===== config.mk =====
export PLATFORM = sky130hd
export DESIGN_NAME = event_arbiter_flat
export DESIGN_NICKNAME = d
export VERILOG_FILES = /design/src/rtl/event_arbiter_if.sv /design/src/rtl/event_arbiter.sv /design/src/flat_wrapper.sv
export SDC_FILE = /design/constraint.sdc
export NUM_CORES = 1
export LEC_CHECK = 0
export BUFFER_PORTS_ARGS = -buffer_cell sky130_fd_sc_hd__buf_2
export CAP_MARGIN = 20
export CORE_UTILIZATION = 53
export CTS_BUF_LIST = sky130_fd_sc_hd__clkbuf_4 sky130_fd_sc_hd__clkbuf_8
export DETAILED_ROUTE_END_ITERATION = 10
export PLACE_DENSITY = 0.83
export SETUP_SLACK_MARGIN = 0.2
export SLEW_MARGIN = 20
export SYNTH_ARGS = -nofsm -noshare
export SYNTH_HDL_FRONTEND = slang
export SYNTH_SLANG_ARGS = --single-unit

===== constraint.sdc =====
create_clock -name clk -period 3.31 [get_ports clk]
set_input_delay 0.993 -clock clk [delete_from_list [all_inputs] [get_ports clk]]
set_output_delay 0.993 -clock clk [all_outputs]
set_load 0.02 [all_outputs]

===== src/rtl/event_arbiter_if.sv =====
// Requester, log-sink and status signals of the event arbiter.
// The arbiter uses the slave view; the requesters and sink use the master view.
interface event_arbiter_if #(
  parameter int NUM_REQ   = 4,
  parameter int PAYLOAD_W = 16,
  parameter int TIME_W    = 32
);
  localparam int SRC_W = (NUM_REQ > 1) ? $clog2(NUM_REQ) : 1;

  logic [NUM_REQ-1:0]           req_valid;
  logic [NUM_REQ-1:0]           req_ready;
  logic [3*NUM_REQ-1:0]         req_level;
  logic [PAYLOAD_W*NUM_REQ-1:0] req_payload;
  logic [NUM_REQ-1:0]           req_done;

  logic                         out_valid;
  logic                         out_ready;
  logic [SRC_W-1:0]             out_src;
  logic [2:0]                   out_level;
  logic [PAYLOAD_W-1:0]         out_payload;
  logic [TIME_W-1:0]            out_time;

  logic [15:0]                  err_count;
  logic                         halt;

  modport master (
    output req_valid, req_level, req_payload, req_done, out_ready,
    input  req_ready, out_valid, out_src, out_level, out_payload, out_time,
           err_count, halt
  );

  modport slave (
    input  req_valid, req_level, req_payload, req_done, out_ready,
    output req_ready, out_valid, out_src, out_level, out_payload, out_time,
           err_count, halt
  );
endinterface


===== src/rtl/event_arbiter.sv =====
// Round-robin event arbiter feeding a single-entry timestamped log register.
// state   | meaning
// RUN     | arbitrating requesters into the log register
// DRAIN   | FATAL granted; no more grants, waiting for the sink to take it
// HALTED  | terminal until reset; halt=1, no grants
module event_arbiter #(
  parameter int NUM_REQ   = 4,
  parameter int PAYLOAD_W = 16,
  parameter int TIME_W    = 32
) (
  input logic           clk,
  input logic           rst_n,
  event_arbiter_if.slave bus
);
  localparam int SRC_W = (NUM_REQ > 1) ? $clog2(NUM_REQ) : 1;
  localparam logic [2:0] LVL_INFO  = 3'd2;
  localparam logic [2:0] LVL_ERROR = 3'd4;
  localparam logic [2:0] LVL_FATAL = 3'd5;

  typedef enum logic [1:0] {
    ST_RUN,
    ST_DRAIN,
    ST_HALTED
  } state_t;

  state_t               state;
  logic [SRC_W-1:0]     ptr;
  logic [TIME_W-1:0]    timestamp;

  logic [2:0]           lvl_arr [NUM_REQ];
  logic [PAYLOAD_W-1:0] pay_arr [NUM_REQ];

  logic                 gnt_found;
  logic [SRC_W-1:0]     gnt_idx;
  logic [SRC_W:0]       cand;
  logic [SRC_W-1:0]     cand_idx;
  logic [SRC_W-1:0]     ptr_next;
  logic [2:0]           gnt_level;
  logic                 reg_free;
  logic                 accept;
  logic                 grant;
  logic                 all_done;

  for (genvar g = 0; g < NUM_REQ; g++) begin : g_unpack
    assign lvl_arr[g] = bus.req_level[3*g +: 3];
    assign pay_arr[g] = bus.req_payload[PAYLOAD_W*g +: PAYLOAD_W];
  end

  assign accept   = bus.out_valid & bus.out_ready;
  assign reg_free = ~bus.out_valid | bus.out_ready;
  assign all_done = (&bus.req_done) & ~(|bus.req_valid);

  // First valid requester at or after ptr, wrapping modulo NUM_REQ.
  always_comb begin
    gnt_found = 1'b0;
    gnt_idx   = '0;
    cand      = '0;
    cand_idx  = '0;
    for (int k = 0; k < NUM_REQ; k++) begin
      cand = {1'b0, ptr} + (SRC_W+1)'(k);
      if (cand >= (SRC_W+1)'(NUM_REQ)) begin
        cand = cand - (SRC_W+1)'(NUM_REQ);
      end
      cand_idx = cand[SRC_W-1:0];
      if (!gnt_found && bus.req_valid[cand_idx]) begin
        gnt_found = 1'b1;
        gnt_idx   = cand_idx;
      end
    end
  end

  // rst_n gates the grant so req_ready is zero the moment reset asserts.
  assign grant = rst_n & (state == ST_RUN) & reg_free & gnt_found;

  always_comb begin
    bus.req_ready = '0;
    if (grant) begin
      bus.req_ready[gnt_idx] = 1'b1;
    end
  end

  // Undefined tones 6 and 7 are logged as INFO.
  always_comb begin
    gnt_level = lvl_arr[gnt_idx];
    if (gnt_level > LVL_FATAL) begin
      gnt_level = LVL_INFO;
    end
  end

  assign ptr_next = (gnt_idx == SRC_W'(NUM_REQ - 1)) ? '0 : gnt_idx + 1'b1;

  always_ff @(posedge clk or negedge rst_n) begin
    if (!rst_n) begin
      state           <= ST_RUN;
      ptr             <= '0;
      timestamp       <= '0;
      bus.out_valid   <= 1'b0;
      bus.out_src     <= '0;
      bus.out_level   <= '0;
      bus.out_payload <= '0;
      bus.out_time    <= '0;
      bus.err_count   <= '0;
      bus.halt        <= 1'b0;
    end else begin
      timestamp <= timestamp + 1'b1;

      if (accept) begin
        bus.out_valid <= 1'b0;
        if (bus.out_level >= LVL_ERROR && bus.err_count != 16'hFFFF) begin
          bus.err_count <= bus.err_count + 16'd1;
        end
      end

      // A grant implies the register is free, so it overrides the clear above.
      if (grant) begin
        bus.out_valid   <= 1'b1;
        bus.out_src     <= gnt_idx;
        bus.out_level   <= gnt_level;
        bus.out_payload <= pay_arr[gnt_idx];
        bus.out_time    <= timestamp;
        ptr             <= ptr_next;
      end

      case (state)
        ST_RUN: begin
          if (grant && gnt_level == LVL_FATAL) begin
            state <= ST_DRAIN;
          end else if (all_done && reg_free) begin
            state    <= ST_HALTED;
            bus.halt <= 1'b1;
          end
        end
        ST_DRAIN: begin
          // Only the FATAL record can be in the register here.
          if (accept) begin
            state    <= ST_HALTED;
            bus.halt <= 1'b1;
          end
        end
        ST_HALTED: begin
          bus.halt <= 1'b1;
        end
        default: begin
          state <= ST_HALTED;
          bus.halt <= 1'b1;
        end
      endcase
    end
  end
endmodule


===== src/flat_wrapper.sv =====
// flat-port wrapper written by rule: the top's interface ports become plain ports
module event_arbiter_flat 
#(
  parameter int NUM_REQ   = 4,
  parameter int PAYLOAD_W = 16,
  parameter int TIME_W    = 32
)
  (clk, rst_n, bus_req_valid, bus_req_level, bus_req_payload, bus_req_done, bus_out_ready, bus_req_ready, bus_out_valid, bus_out_src, bus_out_level, bus_out_payload, bus_out_time, bus_err_count, bus_halt);
  event_arbiter_if #(.NUM_REQ(NUM_REQ), .PAYLOAD_W(PAYLOAD_W), .TIME_W(TIME_W)) bus_i ();
  input logic clk;
  input logic rst_n;
  input wire logic [$bits(bus_i.req_valid)-1:0] bus_req_valid;
  input wire logic [$bits(bus_i.req_level)-1:0] bus_req_level;
  input wire logic [$bits(bus_i.req_payload)-1:0] bus_req_payload;
  input wire logic [$bits(bus_i.req_done)-1:0] bus_req_done;
  input wire logic [$bits(bus_i.out_ready)-1:0] bus_out_ready;
  output wire logic [$bits(bus_i.req_ready)-1:0] bus_req_ready;
  output wire logic [$bits(bus_i.out_valid)-1:0] bus_out_valid;
  output wire logic [$bits(bus_i.out_src)-1:0] bus_out_src;
  output wire logic [$bits(bus_i.out_level)-1:0] bus_out_level;
  output wire logic [$bits(bus_i.out_payload)-1:0] bus_out_payload;
  output wire logic [$bits(bus_i.out_time)-1:0] bus_out_time;
  output wire logic [$bits(bus_i.err_count)-1:0] bus_err_count;
  output wire logic [$bits(bus_i.halt)-1:0] bus_halt;
  assign bus_i.req_valid = bus_req_valid;
  assign bus_i.req_level = bus_req_level;
  assign bus_i.req_payload = bus_req_payload;
  assign bus_i.req_done = bus_req_done;
  assign bus_i.out_ready = bus_out_ready;
  assign bus_req_ready = bus_i.req_ready;
  assign bus_out_valid = bus_i.out_valid;
  assign bus_out_src = bus_i.out_src;
  assign bus_out_level = bus_i.out_level;
  assign bus_out_payload = bus_i.out_payload;
  assign bus_out_time = bus_i.out_time;
  assign bus_err_count = bus_i.err_count;
  assign bus_halt = bus_i.halt;
  event_arbiter #(.NUM_REQ(NUM_REQ), .PAYLOAD_W(PAYLOAD_W), .TIME_W(TIME_W)) u_core (.clk(clk), .rst_n(rst_n), .bus(bus_i));
endmodule

==> flow_summary.json <==
{
  "cp_data_required_time_ns": 2.32,
  "gr-usage-met1_pct": 28.8,
  "place_hpwl_um": 8670,
  "syn_inst": 507,
  "grt.total_usage_pct": 23.8,
  "p_total_uw": 4030,
  "hp-class": "reg -> reg",
  "numClockSinks": 107,
  "vias_per_cell": 5.34,
  "worst-slew-pin-transition_ns": 0.772,
  "drc": 0,
  "cts_root_buffer": "clkbuf_8",
  "grt_max_degree": 63,
  "htree_levels": 3,
  "port_buffers": 161,
  "fin_setup_tns_ns": 0,
  "synth-seq-cells": 107,
  "syn_avg_cell_area_um2": 9.85,
  "num_io_pins": 162,
  "die_w_um": 99.1,
  "arrival_ns": 2.07,
  "r2r_setup_slack_ns": 1.22,
  "synth_cell_types": 38,
  "holdWs_ns": 0.469,
  "use_met3_pct": 4.18,
  "cts_hold_buf": 0,
  "power.density_nw_per_um2": 646,
  "leakagePower_uw": 0.00331,
  "fin_crit_ns": 3.06,
  "grt_pass1_vias": 3936,
  "drive_gt1_share_pct": 36.3,
  "cp_max_fo": 5,
  "synth.top_cells.by_area": "dfrtp_1 (54%), mux2_2 (7.2%), nand2_1 (6.9%), xnor2_1 (5.3%), nor2_1 (5.2%)",
  "finalMaxSlewViolations": 0,
  "outcome": "complete, no violations",
  "globalplace.congestion": 0.841,
  "yosysTopAreaCellShare_pct": 53.6,
  "fp.dieH_um": 99.1,
  "wirelength_um": 11500,
  "startpoint_type": "input pin",
  "cts_tree": "built",
  "setup_violations": 0,
  "hold_viol": 0,
  "wl_per_cell_um": 14.6,
  "synthMostInstantiatedCell": "dfrtp_1",
  "area_growth_pct": 24.9,
  "path_class": "in -> out",
  "async_reset_ff_share_pct": 100,
  "synth_edf_count": 0,
  "fin_worst_skew_ns": 0.0142,
  "antenna_found_initial": 0,
  "die-area_um2": 9810,
  "cts.clk_slew.worst_paths_ns": 0.09,
  "peakVddDrop_mv": 0.340,
  "core-area_um2": 9200,
  "gr-usage-met2_pct": 41.7,
  "grt_overflow": 0,
  "maxSlewHeadroom_pct": 48.5,
  "drv_cap": 0,
  "synth_ff_type": "dfrtp_1",
  "ys_warn_count": 0,
  "diodes": 0,
  "fmax_mhz": 327,
  "clock_path_buffers": 2,
  "ant_nets": 0,
  "ys_seq_area_share_pct": 53.6,
  "num_rows": 35,
  "cts_made_buffers": 9,
  "grt_pass1_wl_um": 18400,
  "end_kind": "output port",
  "syn_nets": 600,
  "grt_most_used_layer": "met2",
  "synth.cell_area_um2": 4990,
  "clock_latency_ns": 0.36,
  "first_pass_iters": 4,
  "drt-initial-drc-count": 103,
  "rsz0062_at_grt": "yes",
  "final_nets": 765,
  "start_util_pct": 54.3,
  "post-route-period-util_pct": 92.5,
  "synth_commonest_cells": "dfrtp_1 (107), nand2_1 (92), nor2_1 (69)",
  "yosys.area.top_type": "dfrtp_1",
  "num_vias": 4207
}
-- final timing paths --
| kind | from | endpoint | cells past startpoint |
|---|---|---|---|
| worst max-delay path | bus_req_valid[3] | bus_req_ready[0] | 9 |
| min in group asynchronous | rst_n | u_core.bus.out_payload[12]$_DFFE_PN0P_ | 2 |
| max in group asynchronous | rst_n | u_core.bus.err_count[14]$_DFFE_PN0P_ | 3 |
| worst min register to register | u_core.bus.halt$_DFFE_PN0P_ | u_core.bus.halt$_DFFE_PN0P_ | 1 |
| worst min-delay path | u_core.bus.halt$_DFFE_PN0P_ | u_core.bus.halt$_DFFE_PN0P_ | 1 |
| worst max register to register | u_core.ptr[1]$_DFFE_PN0P_ | u_core.state[0]$_DFFE_PN0P_ | 8 |
-- area by class of cell --
class | instances | area [um2]
clock buffer | 10 | 138
clock inverter | 6 | 71.3
fill | 710 | 2960
inverter | 9 | 36.3
multi-input combinational | 371 | 2240
sequential | 107 | 2680
tap | 111 | 139
timing repair buffer | 174 | 927
-- stage by stage --
step / utilization, % / std cells / instance area [um2] / setup slack [ns]
2_1_floorplan: - / 507 / 5020 / 0.192
3_3_place_gp: 64.6 / 770 / 5940 / 0.118
3_5_place_dp: 64.6 / 770 / 5940 / 0.0609
4_1_cts: 67.3 / 787 / 6190 / 0.204
5_1_grt: 67.8 / 788 / 6230 / 0.156
6_report: 67.8 / 788 / 6230 / 0.249
-- state kept, by name (all words and copies together), names as in the netlist --
register / count
u_core.bus.err_count: 16
u_core.bus.halt: 1
u_core.bus.out_level: 3
u_core.bus.out_payload: 16
u_core.bus.out_src: 2
u_core.bus.out_time: 32
u_core.bus.out_valid: 1
u_core.ptr: 2
u_core.state: 2
u_core.timestamp: 32
-- layout by cell type (no fill, tap or decap), drive strengths merged --
master / instances
a211oi: 1
a21oi: 4
nor3b: 1
nand4: 11
nand2b: 5
or4: 1
and4: 3
nand3b: 1
and2: 1
a31oi: 1
nor2: 74
mux2i: 1
o21ai: 41
buf: 174
a32o: 2
a311o: 1
dfrtp: 107
xnor2: 30
and3: 11
o211a: 1
clkinvlp: 1
xor2: 14
clkbuf: 10
ha: 6
nor2b: 1
or2: 1
a21o: 4
nand2: 92
o31ai: 1
bufinv: 1
clkinv: 2
inv: 11
mux2: 32
nand3: 29
nor4: 1
-- worst max-delay path, cell delays in order --
cell and delay [ns]:
buf_2 0.12, mux2i_1 0.16, nand2_1 0.10, o211a_4 0.17, inv_4 0.08, ha_2 0.17
inv_2 0.04, nor2_4 0.10, buf_6 0.13
-- metal layers --
layer / up-vias / routed length [um]
li1: 2020 / -
met1: 2017 / 4760
met2: 143 / 5770
met3: 27 / 639
met4: 0 / 344
met5: - / 0
-- power breakdown --
group / leakage, uW / switching (uW) / internal [uW]
Clock: 0.000105 / 451 / 379
Sequential: 0.00142 / 155 / 1510
Combinational: 0.00179 / 959 / 569
Total: 0.00331 / 1570 / 2460
-- logic make-up (layout without fill, tap and decap cells) --
logic type                 Yosys count  after routing  share of synthesized area [%]
AOI/OAI and AO/OA                   56             56                           6.34
xor gates and xnor gates            44             44                           7.72
adders and majority gates            6              6                           1.50
buffers and inverters               29            199                           2.71
DFF                                107            107                           53.6
muxes                               33             33                           7.42
and+or+nand+nor                    232            232                           20.7
-- what timing repair did --
| item | CTS | global route |
|---|---|---|
| buffers inserted | 1 | 1 |
| pin swaps | 3 | 6 |
| resized for setup | 11 | 8 |
| setup endpoints to repair | 4 | 4 |
No activity file was read; power rests on OpenSTA's default activity.
